### src/rtl/norm_pkg.sv
`default_nettype none
// +----------------------------------------------------------------------------+
// | norm_pkg : shared constants, types and helpers for the normalise pipeline   |
// | Rev 1.0  : initial release                                                 |
// +----------------------------------------------------------------------------+
package norm_pkg;

   function automatic int cnt_width(input int w);
      return $clog2(w + 1);
   endfunction

   localparam int NORM_WIDTH   = 36;
   localparam int NORM_EW      = 7;
   localparam int NORM_EXP_ADJ = 13;
   localparam int NORM_CNT_W   = cnt_width(NORM_WIDTH);

   typedef struct packed {
      logic [NORM_WIDTH-1:0]        mant;
      logic signed [NORM_EW-1:0]    exp;
      logic [NORM_CNT_W-1:0]        lz;
      logic                         zero;
   } norm_s1_t;

endpackage
`default_nettype wire

### src/rtl/lzc_tree.sv
`default_nettype none
// +----------------------------------------------------------------------------+
// | lzc_tree : recursive combinational leading-zero counter, any WIDTH >= 1     |
// | Rev 1.0  : initial release                                                 |
// +----------------------------------------------------------------------------+
module lzc_tree #(
   parameter int WIDTH = 36,
   parameter int CNT_W = $clog2(WIDTH + 1)
) (
   input  logic [WIDTH-1:0] d,
   output logic [CNT_W-1:0] lz,
   output logic             all_zero
);

   generate
      if (WIDTH == 1) begin : g_leaf
         assign lz       = CNT_W'(~d[0]);
         assign all_zero = ~d[0];
      end else begin : g_node
         localparam int c_p    = 1 << $clog2(WIDTH);
         localparam int c_half = c_p / 2;
         localparam int c_hw   = $clog2(c_half + 1);
         localparam int c_pw   = $clog2(c_p + 1);

         logic [c_p-1:0]  w_pad;
         logic [c_hw-1:0] w_hi_lz;
         logic [c_hw-1:0] w_lo_lz;
         logic            w_hi_z;
         logic            w_lo_z;
         logic [c_pw-1:0] w_lz_full;

         // zeros are appended below the LSB so the count of real bits is unchanged
         assign w_pad = c_p'(d) << (c_p - WIDTH);

         lzc_tree #(.WIDTH(c_half)) u_hi (
            .d        (w_pad[c_p-1:c_half]),
            .lz       (w_hi_lz),
            .all_zero (w_hi_z)
         );

         lzc_tree #(.WIDTH(c_half)) u_lo (
            .d        (w_pad[c_half-1:0]),
            .lz       (w_lo_lz),
            .all_zero (w_lo_z)
         );

         assign w_lz_full = w_hi_z ? (c_pw'(c_half) + c_pw'(w_lo_lz)) : c_pw'(w_hi_lz);
         assign all_zero  = w_hi_z & w_lo_z;
         assign lz        = all_zero ? CNT_W'(WIDTH) : CNT_W'(w_lz_full);
      end
   endgenerate

endmodule
`default_nettype wire

### src/rtl/norm_pipe.sv
`default_nettype none
// +----------------------------------------------------------------------------+
// | norm_pipe : 2-stage leading-zero count + normalise, valid/ready handshake   |
// | Option    : NORM_SUBNORM_CLAMP_EN limits the shift to keep exp >= EMIN      |
// | Rev 1.0   : initial release                                                |
// +----------------------------------------------------------------------------+
module norm_pipe
   import norm_pkg::*;
#(
   parameter int WIDTH   = NORM_WIDTH,
   parameter int EW      = NORM_EW,
   parameter int EXP_ADJ = NORM_EXP_ADJ,
   parameter int EMIN    = 1,
   parameter int CNT_W   = cnt_width(WIDTH)
) (
   input  logic             clk,
   input  logic             reset,
   input  logic             in_valid,
   output logic             in_ready,
   input  logic [WIDTH-1:0] in_mant,
   input  logic [EW-1:0]    in_exp,
   output logic             out_valid,
   input  logic             out_ready,
   output logic [WIDTH-1:0] out_mant,
   output logic [EW-1:0]    out_exp,
   output logic [CNT_W-1:0] out_cnt,
   output logic             out_zero,
   output logic             out_subnorm
);

   localparam int c_xw = EW + CNT_W + 1;

   typedef struct packed {
      logic [WIDTH-1:0] mant;
      logic [EW-1:0]    exp;
      logic [CNT_W-1:0] lz;
      logic             zero;
   } s1_t;

   generate
      if (WIDTH < 2 || EMIN >= (1 << (EW - 1))) begin : g_param_err
         $error("norm_pipe: WIDTH must be >= 2 and EMIN must fit in EW bits");
      end
   endgenerate

   logic             w_s1_adv;
   logic             w_s2_adv;
   logic [CNT_W-1:0] w_lz;
   logic             w_zero;
   logic [CNT_W-1:0] w_shift;
   logic [WIDTH-1:0] w_mant;
   logic [c_xw-1:0]  w_exp_full;

   logic             r_s1_valid;
   s1_t              r_s1;
   logic             r_s2_valid;
   logic [WIDTH-1:0] r_mant;
   logic [EW-1:0]    r_exp;
   logic [CNT_W-1:0] r_cnt;
   logic             r_zero;

   assign w_s2_adv = ~r_s2_valid | out_ready;
   assign w_s1_adv = ~r_s1_valid | w_s2_adv;
   assign in_ready = w_s1_adv;

   lzc_tree #(.WIDTH(WIDTH), .CNT_W(CNT_W)) u_lzc (
      .d        (in_mant),
      .lz       (w_lz),
      .all_zero (w_zero)
   );

`ifdef NORM_SUBNORM_CLAMP_EN
   int   w_lim;
   logic w_sub;
   logic r_sub;

   // shift only as far as the exponent can drop before reaching EMIN
   always_comb begin
      w_lim   = int'($signed(r_s1.exp)) + EXP_ADJ - EMIN;
      w_shift = r_s1.lz;
      if (w_lim < 0) begin
         w_shift = '0;
      end else if (w_lim < int'(r_s1.lz)) begin
         w_shift = CNT_W'(w_lim);
      end
      w_sub = (w_shift < r_s1.lz) & ~r_s1.zero;
   end

   always_ff @(posedge clk) begin
      if (reset) begin
         r_sub <= 1'b0;
      end else if (w_s2_adv && r_s1_valid) begin
         r_sub <= w_sub;
      end
   end

   assign out_subnorm = r_sub;
`else
   assign w_shift     = r_s1.lz;
   assign out_subnorm = 1'b0;
`endif

   assign w_mant     = r_s1.mant << w_shift;
   assign w_exp_full = c_xw'($signed(r_s1.exp)) - c_xw'(w_shift) + c_xw'(EXP_ADJ);

   always_ff @(posedge clk) begin
      if (reset) begin
         r_s1_valid <= 1'b0;
         r_s1       <= '0;
      end else if (w_s1_adv) begin
         r_s1_valid <= in_valid;
         if (in_valid) begin
            r_s1.mant <= in_mant;
            r_s1.exp  <= in_exp;
            r_s1.lz   <= w_lz;
            r_s1.zero <= w_zero;
         end
      end
   end

   always_ff @(posedge clk) begin
      if (reset) begin
         r_s2_valid <= 1'b0;
         r_mant     <= '0;
         r_exp      <= '0;
         r_cnt      <= '0;
         r_zero     <= 1'b0;
      end else if (w_s2_adv) begin
         r_s2_valid <= r_s1_valid;
         if (r_s1_valid) begin
            r_cnt  <= w_shift;
            r_zero <= r_s1.zero;
            // a zero significand carries no meaningful exponent
            r_mant <= r_s1.zero ? '0 : w_mant;
            r_exp  <= r_s1.zero ? '0 : EW'(w_exp_full);
         end
      end
   end

   assign out_valid = r_s2_valid;
   assign out_mant  = r_mant;
   assign out_exp   = r_exp;
   assign out_cnt   = r_cnt;
   assign out_zero  = r_zero;

endmodule
`default_nettype wire

### config.mk
export PLATFORM = sky130hd
export DESIGN_NAME = norm_pipe
export DESIGN_NICKNAME = d
export VERILOG_FILES = /design/src/rtl/norm_pkg.sv /design/src/rtl/lzc_tree.sv /design/src/rtl/norm_pipe.sv
export SDC_FILE = /design/constraint.sdc
export NUM_CORES = 1
export LEC_CHECK = 0
export ABC_CLOCK_PERIOD_IN_PS = 3060
export CAP_MARGIN = 20
export CELL_PAD_IN_SITES_DETAIL_PLACEMENT = 1
export CELL_PAD_IN_SITES_GLOBAL_PLACEMENT = 1
export CORE_MARGIN = 2
export CORE_UTILIZATION = 25
export CTS_CLUSTER_SIZE = 10
export DETAILED_ROUTE_END_ITERATION = 7
export PLACE_DENSITY_LB_ADDON = 0.1
export SYNTH_ARGS = -nofsm -noshare
export SYNTH_HDL_FRONTEND = slang
export SYNTH_SLANG_ARGS = --single-unit
### constraint.sdc
create_clock -name clk -period 3.06 [get_ports clk]
set_input_delay 0.612 -clock clk [delete_from_list [all_inputs] [get_ports clk]]
set_output_delay 0.612 -clock clk [all_outputs]
set_load 0.02 [all_outputs]
---- Word level (Yosys, flattened, before mapping) ----
Cells that the tools add are included.
storage, ports and cells
  flip-flop bits (word level) ............. 102
  output and inout bits ................... 53
operators by class
  add/sub/neg operators ................... 37
  shift-type cells ........................ 1
  multiplexer cells ....................... 55
  bitwise operators ....................... 75
  reductions and logical operators ........ 2
operators with widths
  kind                   count
  $mux W2                27
  $mux W3                13
  $not A1 Y1             38
  $add A1 B1 Y2 const A  18
  $mux W36               1
  $shl A36 B6 Y36        1
  $and A1 B1 Y1          35
  $add A2 B2 Y3 const A  9
  $mux W4                6
  $mux W6                4
  $add A3 B3 Y4 const A  4
  $mux W5                3
  $add A4 B4 Y5 const A  2
  $add A7 B5 Y7 const B  1
  $mux W7                1
  $sub A7 B7 Y7          1
  $add A5 B5 Y6 const A  1
  $add A6 B6 Y6 const A  1
  $reduce_and A2 Y1      2
  $or A1 B1 Y1           2

---- Longest topological paths before layout ----
  depth in word-level cells ............... 17
  gate-level depth with buffers ........... 11
  depth with buffers taken out ............ 10

---- Hierarchy ----
A second synthesis with hierarchy kept.
second synthesis, totals
  cell total of the unflattened synthesis .. 1194
  area, all modules ....................... 9719.3 sq um
modules (own cells, without submodules)
  module                                                                                        instances  cells an instance  area each (sq um)  sequential area each (sq um)
  norm_pipe                                                                                     1          693                6175.9             2042.0
  lzc_tree (u_lzc.g_node.u_hi.g_node.u_hi.g_node.u_hi.g_node.u_hi.g_node.u_hi ...)              32         4                  32.5               0.0
  lzc_tree (u_lzc.g_node.u_hi.g_node.u_hi.g_node.u_hi.g_node.u_hi ...)                          16         7                  48.8               0.0
  lzc_tree (u_lzc.g_node.u_hi.g_node.u_hi.g_node.u_hi.g_node.u_hi.g_node.u_hi.g_node.u_hi ...)  64         2                  11.3               0.0
  lzc_tree (u_lzc.g_node.u_hi.g_node.u_hi.g_node.u_hi ...)                                      8          8                  56.3               0.0
  lzc_tree (u_lzc.g_node.u_hi.g_node.u_hi ...)                                                  4          9                  73.8               0.0
  lzc_tree (u_lzc.g_node.u_hi ...)                                                              2          10                 87.6               0.0
  lzc_tree (u_lzc)                                                                              1          13                 80.1               0.0

---- Worst setup path before layout ----
No wires, ideal clock.
  path type ............................... register to register
  start point ............................. register r_s1 (netlist bit w_shift[0])
  end point ............................... register r_exp[5], in the netlist out_exp[5]
  library setup time ...................... 0.128 ns
  arrival time ............................ 2.142 ns
  data required time ...................... 2.932 ns
  setup slack ............................. 0.791 ns
  cell stages (with the launch flop) ...... 12
  path buffers ............................ 2
  path through ............................ dfxtp_1 > buf_4 > inv_2 > buf_2 > ha_1 > ha_1 > fa_1 > a21o_1 > a21oi_1 > xnor2_1 > a22oi_1 > nor2_1
on the way
  longest elaborated chain between the ends .. 3
RTL lines
  what                    line              source
  start: declaration      norm_pipe.sv:55   s1_t r_s1;
  $sub A7 B7 Y7           norm_pipe.sv:104  assign w_exp_full = c_xw'($signed(r_s1.exp)) - c_xw'(w_shift) + c_xw'(EXP_ADJ);
  $add A7 B5 Y7           norm_pipe.sv:104
  $mux W7                 norm_pipe.sv:135  r_exp <= r_s1.zero ? '0 : EW'(w_exp_full);
  end signal: assignment  norm_pipe.sv:135
  end: declaration        norm_pipe.sv:58   logic [EW-1:0] r_exp;
Every way passes these cells.
A chain may end at the register's enable or synchronous reset.

---- Worst setup path after layout ----
  start point ............................. input port out_ready
  end point ............................... output port in_ready
on the way
  longest elaborated chain between the ends .. 2
RTL lines
  what                line             source
  start: declaration  norm_pipe.sv:23  input logic out_ready,
  $or A1 B1 Y1        norm_pipe.sv:62  assign w_s2_adv = ~r_s2_valid | out_ready;
  $or A1 B1 Y1        norm_pipe.sv:63  assign w_s1_adv = ~r_s1_valid | w_s2_adv;
  end: declaration    norm_pipe.sv:19  output logic in_ready,
Every way passes these cells.

==> results.md <==
- Status: completed
- Max-cap viol count: 0
- Critical path class: in2out
- Skew final: 0.01452 ns
- Clock-pin transition on the worst setup and hold timing paths: 0.07 ns
- IO buf count: 98
- Hold Path Class: reg2reg
- Max Buffers Root-to-Sink: 2
- Synthesized area per cell: 8.259 µm²
- Slew margin rel.: 0.5297
- Height of the chip: 166.1 µm
- Clk_lat worst skew: 0.35 ns
- Remaining Overflow, GRT: 0
- Async S/R FF share, synth: 0
- Initial antenna violation count: 0
- Final WL: 24,860 µm
- DRC Markers: 0
- Post-layout minimum cycle time: 2.745 ns
- Post-CTS Setup Repair Bufs: 0
- Initial DRC count: 405
- Cell area after synthesis: 6566 µm²
- Hold path depth: 2
- Most frequent cells in the layout: nand2_1, a21oi_1, dfxtp_1, clkdlybuf4s50_1, nor2_1
- IO Pins: 100
- Share of cells above drive strength 1: 0.1167
- PostCTS Resize Cnt: 0
- Synthesis-stage register bit count: 102
- Number of synthesized flops with an enable pin: 0
- Worst path required time: 2.45 ns
- Post-DP HPWL: 19,000 µm
- Hold-fix buffers at CTS: 0
- Final hold viol count: 0
- Final slew viol count: 0
- Cell taking the most area after synthesis: dfxtp_1
- Largest net degree at the start of global routing: 66
- Place WS: 0.3137 ns
- Yosys cell types: 69
- Area growth syn-to-layout: 25.46%
- Clock sinks: 102
- CTS tree: yes
- Max Clock Freq: 364.3 MHz
- Power Total: 3.457 mW
- Reg2reg start: w_shift[1]
- Site row count: 59
- CTS root buffer: clkbuf_16
- Layout Nets: 929
- R2R cell count: 7
- Starting Density: 0.2534
- Synth top area share: 0.3110
- Max IR drop VDD: 0.2253 mV
- Commonest non-fill, non-tap cell in the layout: nand2_1
- Leakage Power: 2.819 nW
- Tightest Pin Transition: 0.7000 ns
- Hold WS: 0.4599 ns
- CP arrival: 2.13 ns
- Primary FF master, synth: dfxtp_1
- Die width: 166.1 µm
- Syn Inst Count: 795
- DR pass1 iterations: 5
- # diodes: 0
- RSZ-0062 raised after global routing: false
- Vias in the first global route: 6,547
- Worst hold path startpoint: out_cnt[5]
- GRT Overall Usage: 0.1801
- H-tree lvl count: 3
- Die ar.: 27,580 µm²
- Synthesized netlist net count: 854
- Critical path origin: out_ready
- Top post-synthesis cells by area: dfxtp_1, nand2_1, mux4_2, a21oi_1, mux2i_1
- WL/cell: 20.56 µm
- GPL Wtd Cong: 0.7987
- Drt via density: 5.276
- CORE AREA: 25,910 µm²
- Cell area power density: 419.7 nW/µm²
- Final period util: 0.8971
- Setup TNS: 0 ns
- Routed Antenna Nets: 0
- Via count of the routed design: 6,379
- First-pass GRT wire length: 39,100 µm
- CP max FO: 5
- Final setup fails: 0
- Synth Warn #: 0
- Register area share after synthesis: 0.3110
- Element type at the critical path end: primary output
- CTS buffer count: 9
- Final worst slack: 0.3148 ns
- Critical Path Source Type: primary input
==> synth_stat cells, types with 13 or more instances <==
master / instances
mux4_2: 23
dfxtp_1: 102
o21ai_0: 29
mux2i_1: 43
nand2_1: 150
a22oi_1: 25
mux2_2: 23
inv_1: 19
a21oi_1: 98
nor2_1: 70
nor3_1: 13
clkbuf_1: 28
==> flip-flops by register name (all words and copies together), names as in the netlist <==
| name | count |
|---|---|
| out_valid | 1 |
| out_exp | 7 |
| out_zero | 1 |
| out_mant | 36 |
| w_shift | 6 |
| out_cnt | 6 |
| r_s1_valid | 1 |
| r_s1 | 44 |
==> metal layers <==
layer | GRT usage | part of all wire
met5 | 0 | 0
met4 | 0.04839 | 0.020
met3 | 0.03051 | 0.037
met2 | 0.2807 | 0.45
met1 | 0.2571 | 0.50
==> worst max-delay path, cell delays in order <==
cell	delay, ns
clkdlybuf4s50_1	0.48
and2b_1	0.26
nand2_1	0.15
clkdlybuf4s50_1	0.62
==> logic make-up after synthesis <==
logic type	after synthesis	share of synthesized area
AO/OA/AOI/OAI	215	0.2048
XOR/XNOR	5	0.006669
adder cells (fa/ha/maj)	12	0.02401
buffers and inverters	81	0.06155
flip-flops	102	0.3110
multiplexers	96	0.2048
other	1	0.0005711
AND/OR/NAND/NOR	283	0.1865
==> per-stage QoR <==
step | util | cell area, µm² | std cells
finish | 0.3179 | 8238 | 1209
global route | 0.3179 | 8238 | 1209
CTS | 0.3179 | 8238 | 1209
detailed placement | 0.3050 | 7903 | 1194
global placement | 0.3050 | 7903 | 1194
floorplan | - | 6566 | 795
==> worst paths after layout <==
path                                     end  slack [ns]
worst max-delay path                in_ready        0.31
worst min-delay path              out_cnt[5]        0.46
worst max register to register  out_mant[35]        0.53
worst min register to register    out_cnt[5]        0.46
==> power by group <==
group / switching (mW) / total [mW] / internal (mW)
logic: 0.382 / 0.675 / 0.294
clock network: 0.528 / 1.33 / 0.799
registers: 0.0729 / 1.46 / 1.38
==> layout make-up <==
class                      instances  area [µm²]
clock buffer                      10       229.0
fill                            3012       17670
sequential                       102        2047
multi-input combinational        612        4120
timing repair buffer             125        1241
clock inverter                     5       106.4
inverter                          20       75.07
tap                              335       419.2
(Power assumes the default switching activity.)
